--- config.mk ---
export PLATFORM = sky130hd
export DESIGN_NAME = ddr3_arbiter
export DESIGN_NICKNAME = d
export VERILOG_FILES = /design/src/rtl/ddr3_arbiter.sv
export SDC_FILE = /design/constraint.sdc
export NUM_CORES = 1
export LEC_CHECK = 0
export ABC_CLOCK_PERIOD_IN_PS = 2380
export CAP_MARGIN = 30
export CORE_AREA = 2 2 359 361
export CTS_CLUSTER_DIAMETER = 100
export DETAILED_ROUTE_END_ITERATION = 12
export DIE_AREA = 0 0 361 363
export GPL_ROUTABILITY_DRIVEN = 0
export SLEW_MARGIN = 20
export SYNTH_ARGS = -nofsm -noshare
export SYNTH_HDL_FRONTEND = slang
export SYNTH_SLANG_ARGS = --single-unit
export TNS_END_PERCENT = 30
--- constraint.sdc ---
create_clock -name ui_clk -period 2.38 [get_ports ui_clk]
set_input_delay 0.357 -clock ui_clk [delete_from_list [all_inputs] [get_ports ui_clk]]
set_output_delay 0.357 -clock ui_clk [all_outputs]
set_load 0.1 [all_outputs]
--- src/rtl/ddr3_arbiter.sv ---
// ddr3_arbiter: two-port round-robin arbiter feeding a DDR3 controller app interface,
// one transaction in flight, all controller- and port-facing outputs registered.
module ddr3_arbiter #(
    parameter int ADDR_W = 28,
    parameter int DATA_W = 128,
    parameter int MASK_W = 16
) (
    input  logic              ui_clk,
    input  logic              sys_rst,
    input  logic              init_calib_complete,
    input  logic              p0_req,
    input  logic              p0_we,
    input  logic [ADDR_W-1:0] p0_addr,
    input  logic [DATA_W-1:0] p0_wdata,
    input  logic [MASK_W-1:0] p0_wmask,
    output logic              p0_ack,
    output logic              p0_rvalid,
    output logic [DATA_W-1:0] p0_rdata,
    input  logic              p1_req,
    input  logic              p1_we,
    input  logic [ADDR_W-1:0] p1_addr,
    input  logic [DATA_W-1:0] p1_wdata,
    input  logic [MASK_W-1:0] p1_wmask,
    output logic              p1_ack,
    output logic              p1_rvalid,
    output logic [DATA_W-1:0] p1_rdata,
    output logic [ADDR_W-1:0] app_addr,
    output logic [2:0]        app_cmd,
    output logic              app_en,
    output logic [DATA_W-1:0] app_wdf_data,
    output logic [MASK_W-1:0] app_wdf_mask,
    output logic              app_wdf_wren,
    output logic              app_wdf_end,
    input  logic              app_rdy,
    input  logic              app_wdf_rdy,
    input  logic [DATA_W-1:0] app_rd_data,
    input  logic              app_rd_data_valid,
    output logic              busy
);
    typedef enum logic [1:0] {IDLE, WRITE, RD_CMD, RD_WAIT} state_t;
    state_t            state_q, state_d;
    logic              port_q, port_d, last_q, last_d;
    logic              cacc_q, cacc_d, dacc_q, dacc_d;
    logic [ADDR_W-1:0] addr_q, addr_d;
    logic [2:0]        cmd_q, cmd_d;
    logic              en_q, en_d, wren_q, wren_d;
    logic [DATA_W-1:0] wdata_q, wdata_d;
    logic [MASK_W-1:0] wmask_q, wmask_d;
    logic              ack0_q, ack0_d, ack1_q, ack1_d, rv0_q, rv0_d, rv1_q, rv1_d;
    logic [DATA_W-1:0] rd0_q, rd0_d, rd1_q, rd1_d;
    logic              sel, sel_we, cmd_ok, dat_ok;
    // p1 wins only when p0 is idle or p0 was the last one served
    assign sel    = p1_req & (~p0_req | ~last_q);
    assign sel_we = sel ? p1_we : p0_we;
    assign cmd_ok = cacc_q | (en_q & app_rdy);
    assign dat_ok = dacc_q | (wren_q & app_wdf_rdy);
    always_comb begin
        state_d = state_q;
        port_d  = port_q;
        last_d  = last_q;
        cacc_d  = cacc_q;
        dacc_d  = dacc_q;
        addr_d  = addr_q;
        cmd_d   = cmd_q;
        en_d    = en_q;
        wren_d  = wren_q;
        wdata_d = wdata_q;
        wmask_d = wmask_q;
        rd0_d   = rd0_q;
        rd1_d   = rd1_q;
        ack0_d  = 1'b0;
        ack1_d  = 1'b0;
        rv0_d   = 1'b0;
        rv1_d   = 1'b0;
        case (state_q)
            IDLE: if (init_calib_complete & (p0_req | p1_req)) begin
                port_d  = sel;
                last_d  = sel;
                addr_d  = sel ? p1_addr : p0_addr;
                wdata_d = sel ? p1_wdata : p0_wdata;
                wmask_d = sel ? p1_wmask : p0_wmask;
                cmd_d   = sel_we ? 3'b000 : 3'b001;
                en_d    = 1'b1;
                wren_d  = sel_we;
                cacc_d  = 1'b0;
                dacc_d  = 1'b0;
                state_d = sel_we ? WRITE : RD_CMD;
            end
            WRITE: begin
                en_d   = en_q & ~app_rdy;
                wren_d = wren_q & ~app_wdf_rdy;
                cacc_d = cmd_ok;
                dacc_d = dat_ok;
                if (cmd_ok & dat_ok) begin
                    ack0_d  = ~port_q;
                    ack1_d  = port_q;
                    cacc_d  = 1'b0;
                    dacc_d  = 1'b0;
                    state_d = IDLE;
                end
            end
            RD_CMD: if (app_rdy) begin
                en_d    = 1'b0;
                state_d = RD_WAIT;
            end
            RD_WAIT: if (app_rd_data_valid) begin
                rd0_d   = port_q ? rd0_q : app_rd_data;
                rd1_d   = port_q ? app_rd_data : rd1_q;
                ack0_d  = ~port_q;
                ack1_d  = port_q;
                rv0_d   = ~port_q;
                rv1_d   = port_q;
                state_d = IDLE;
            end
            default: state_d = IDLE;
        endcase
    end
    always_ff @(posedge ui_clk or negedge sys_rst) begin
        if (!sys_rst) begin
            state_q <= IDLE;
            port_q  <= 1'b0;
            last_q  <= 1'b1;
            cacc_q  <= 1'b0;
            dacc_q  <= 1'b0;
            addr_q  <= '0;
            cmd_q   <= '0;
            en_q    <= 1'b0;
            wren_q  <= 1'b0;
            wdata_q <= '0;
            wmask_q <= '0;
            ack0_q  <= 1'b0;
            ack1_q  <= 1'b0;
            rv0_q   <= 1'b0;
            rv1_q   <= 1'b0;
            rd0_q   <= '0;
            rd1_q   <= '0;
        end else begin
            state_q <= state_d;
            port_q  <= port_d;
            last_q  <= last_d;
            cacc_q  <= cacc_d;
            dacc_q  <= dacc_d;
            addr_q  <= addr_d;
            cmd_q   <= cmd_d;
            en_q    <= en_d;
            wren_q  <= wren_d;
            wdata_q <= wdata_d;
            wmask_q <= wmask_d;
            ack0_q  <= ack0_d;
            ack1_q  <= ack1_d;
            rv0_q   <= rv0_d;
            rv1_q   <= rv1_d;
            rd0_q   <= rd0_d;
            rd1_q   <= rd1_d;
        end
    end
    assign app_addr     = addr_q;
    assign app_cmd      = cmd_q;
    assign app_en       = en_q;
    assign app_wdf_data = wdata_q;
    assign app_wdf_mask = wmask_q;
    assign app_wdf_wren = wren_q;
    assign app_wdf_end  = wren_q;
    assign p0_ack       = ack0_q;
    assign p1_ack       = ack1_q;
    assign p0_rvalid    = rv0_q;
    assign p1_rvalid    = rv1_q;
    assign p0_rdata     = rd0_q;
    assign p1_rdata     = rd1_q;
    assign busy         = state_q != IDLE;
endmodule

==> impl_results.md <==
* Status: finished clean
* Initial core utilization at 14.6%
* Via-to-Cell Ratio at 3.61
* Worst-path maximum fanout at 12
* Primary FF master, synth: dfrtp_1
* Worst clock skew at 23.0 ps
* Final setup fails at 0
* Placed cell area at 29200 µm²
* R2R Path Start: state_q[1]$_DFFE_PN0P_
* Hold Vio Cnt, Final at 0
* RSZ-0062 raised after global routing: no
* Layout cells sized above 1 at 52.9%
* Max layer used: met5
* Pre-antenna DRT Iters at 4
* Post-synth EDFFs at 0
* Commonest non-fill, non-tap cell in the layout: mux2_2
* DR vias at 13.9k
* Critical path launch point: state_q[1]$_DFFE_PN0P_
* Minimum clock period at 2170 ps
* Post-route DRC violation count at 0
* CP Class: reg -> out
* Routed wl met3 at 8240 µm
* Post-CTS Resized at 0
* Relative slew slack at 51.6%
* Pins over their slew limit at 0
* Clock Sinks at 441
* Final wirelength at 92100 µm
* Width of the die at 361 µm
* Worst reg-to-reg path cell count at 5
* Yosys reg bits at 441
* Nets at 2617
* Setup TNS at 0 ps
* Sequential area share after synthesis at 59.6%
* Avg Synthesized Cell Area at 16.1 µm²
* Ys async rst share at 100%
* Longest Clk Path Bufs at 3
* Root Buffer: clkbuf_16
* Routed length per instance at 23.9 µm
* Final setup margin at 213 ps
* Layout area overhead at 67.9%
* RR Endpoint: app_wdf_mask[10]$_DFFE_PN0P_
* ANT nets after route at 0
* Die span in y at 363 µm
* Synth unique cells at 33
* Met2 wire len at 45400 µm
* Largest net degree at the start of global routing at 52
* Measured slew at the worst slew-check pin at 726 ps
* Worst EP arrival at 1810 ps
* Worst R2R Setup Slack at 400 ps
* WL met1 at 36700 µm
* Setup bufs post-CTS at 0
* CORE AREA at 127000 µm²
* H-tree Lvls at 2
* Synthesized area at 18500 µm²
* Worst min-delay path category: in -> async
* First-pass GRT wire length at 124000 µm
* Finished Cell Area at 31100 µm²
* Most frequent cells in the layout: mux2_2 (548), buf_4 (484), clkdlybuf4s50_1 (480), dfrtp_1 (440), clkbuf_16 (56)
* Fin crit share at 91.1%
* CTS Buf Count at 55
* CP Capture Type: primary output
* Initial antenna violation count at 34
* Critical path launch point type: register
* Fmax at 461 MHz
* Number of synthesis warnings at 0
* Global route overflow at 0
* Gate Count Post-Synth at 1151
* Core Rows at 131
* Fin util at 24.5%
* CP required at 2020 ps
* Worst slack at placement at -142 ps
* Max-cap violations at 0
* Clk pin slew, worst setup/hold paths at 60 ps
* Critical Path Sink: busy
* Die Footprint at 131000 µm²
* Initial drt markers at 635
* Total GRT Usage at 13.6%
* Vias in the first global route at 14.8k
* CTS tree: done
* Worst-skew pair later-pin latency at 620 ps
* IO Count at 921
* DP Wirelength at 77600 µm
* Port buffer count at 918
registers in the layout, summed over array words and instances, names as in the netlist, 2 cells and up:
register	flops
app_wdf_data	128
p0_rdata	128
p1_rdata	128
app_addr	28
app_wdf_mask	16
state_q	2
cell type report:
type / count / area (µm²)
well taps: 1662 / 2080
inverters: 3 / 11.3
multi-input cells: 638 / 7040
flip-flops and latches: 441 / 11000
clock inverters: 17 / 186
fillers: 13400 / 95900
repair buffers: 996 / 9060
diodes: 14 / 35.0
clock buffers: 85 / 1650
critical path, cell delays in order, from the launching register on:
cell and delay (ps):
dfrtp_1 560, or2_1 270, buf_4 340
cells in the mapped netlist, drive strengths merged, types with 2 or more instances:
cell,count,area share (%)
nor3b,2,0.11
nand2,5,0.10
inv,3,0.061
mux2i,3,0.16
mux2,603,37
nor2,3,0.10
a21o,2,0.081
buf,69,2.4
dfrtp,440,59
o21ai,3,0.081
nand2b,2,0.068
how the worst min path moves through the flow:
stage               startpoint                            to  slack [ps]  cells past startpoint
floorplan              sys_rst       app_addr[0]$_DFFE_PN0P_          60                      0
global placement       sys_rst  app_wdf_data[26]$_DFFE_PN0P_         400                      1
detailed placement     sys_rst  app_wdf_data[36]$_DFFE_PN0P_         400                      1
CTS                    sys_rst  app_wdf_data[36]$_DFFE_PN0P_         300                      2
global route           sys_rst  app_wdf_data[36]$_DFFE_PN0P_         320                      2
finish                 sys_rst  app_wdf_data[36]$_DFFE_PN0P_         320                      2
through the flow:
step / hold WS [ps] / instances
finish: 319 / 3856
global route: 317 / 3844
CTS: 296 / 3842
detailed placement: 404 / 3739
global placement: 398 / 3739
floorplan: 61.4 / 1152
logic make-up after synthesis:
family,synth area share [%]
other cells,0.0202
simple gates,0.520
mux,36.8
flops,59.6
compound gates,0.527
xor+xnor,0.0473
buf+inv,2.48
per-layer routing:
| metal | global-route usage (%) | vias to the layer above |
|---|---|---|
| met5 | 0 | - |
| met4 | 2.97 | 12 |
| met3 | 4.61 | 121 |
| met2 | 23.2 | 611 |
| met1 | 16.4 | 7022 |
| li1 | - | 6145 |
timing repair:
action                                  CTS  global route
hold buffers                              1             0
endpoints found under the setup margin    0             0
endpoints found under the hold margin    34             0
Power is not shown: default switching activity piles up to over one toggle a cycle in this logic, so the estimate is an artifact.
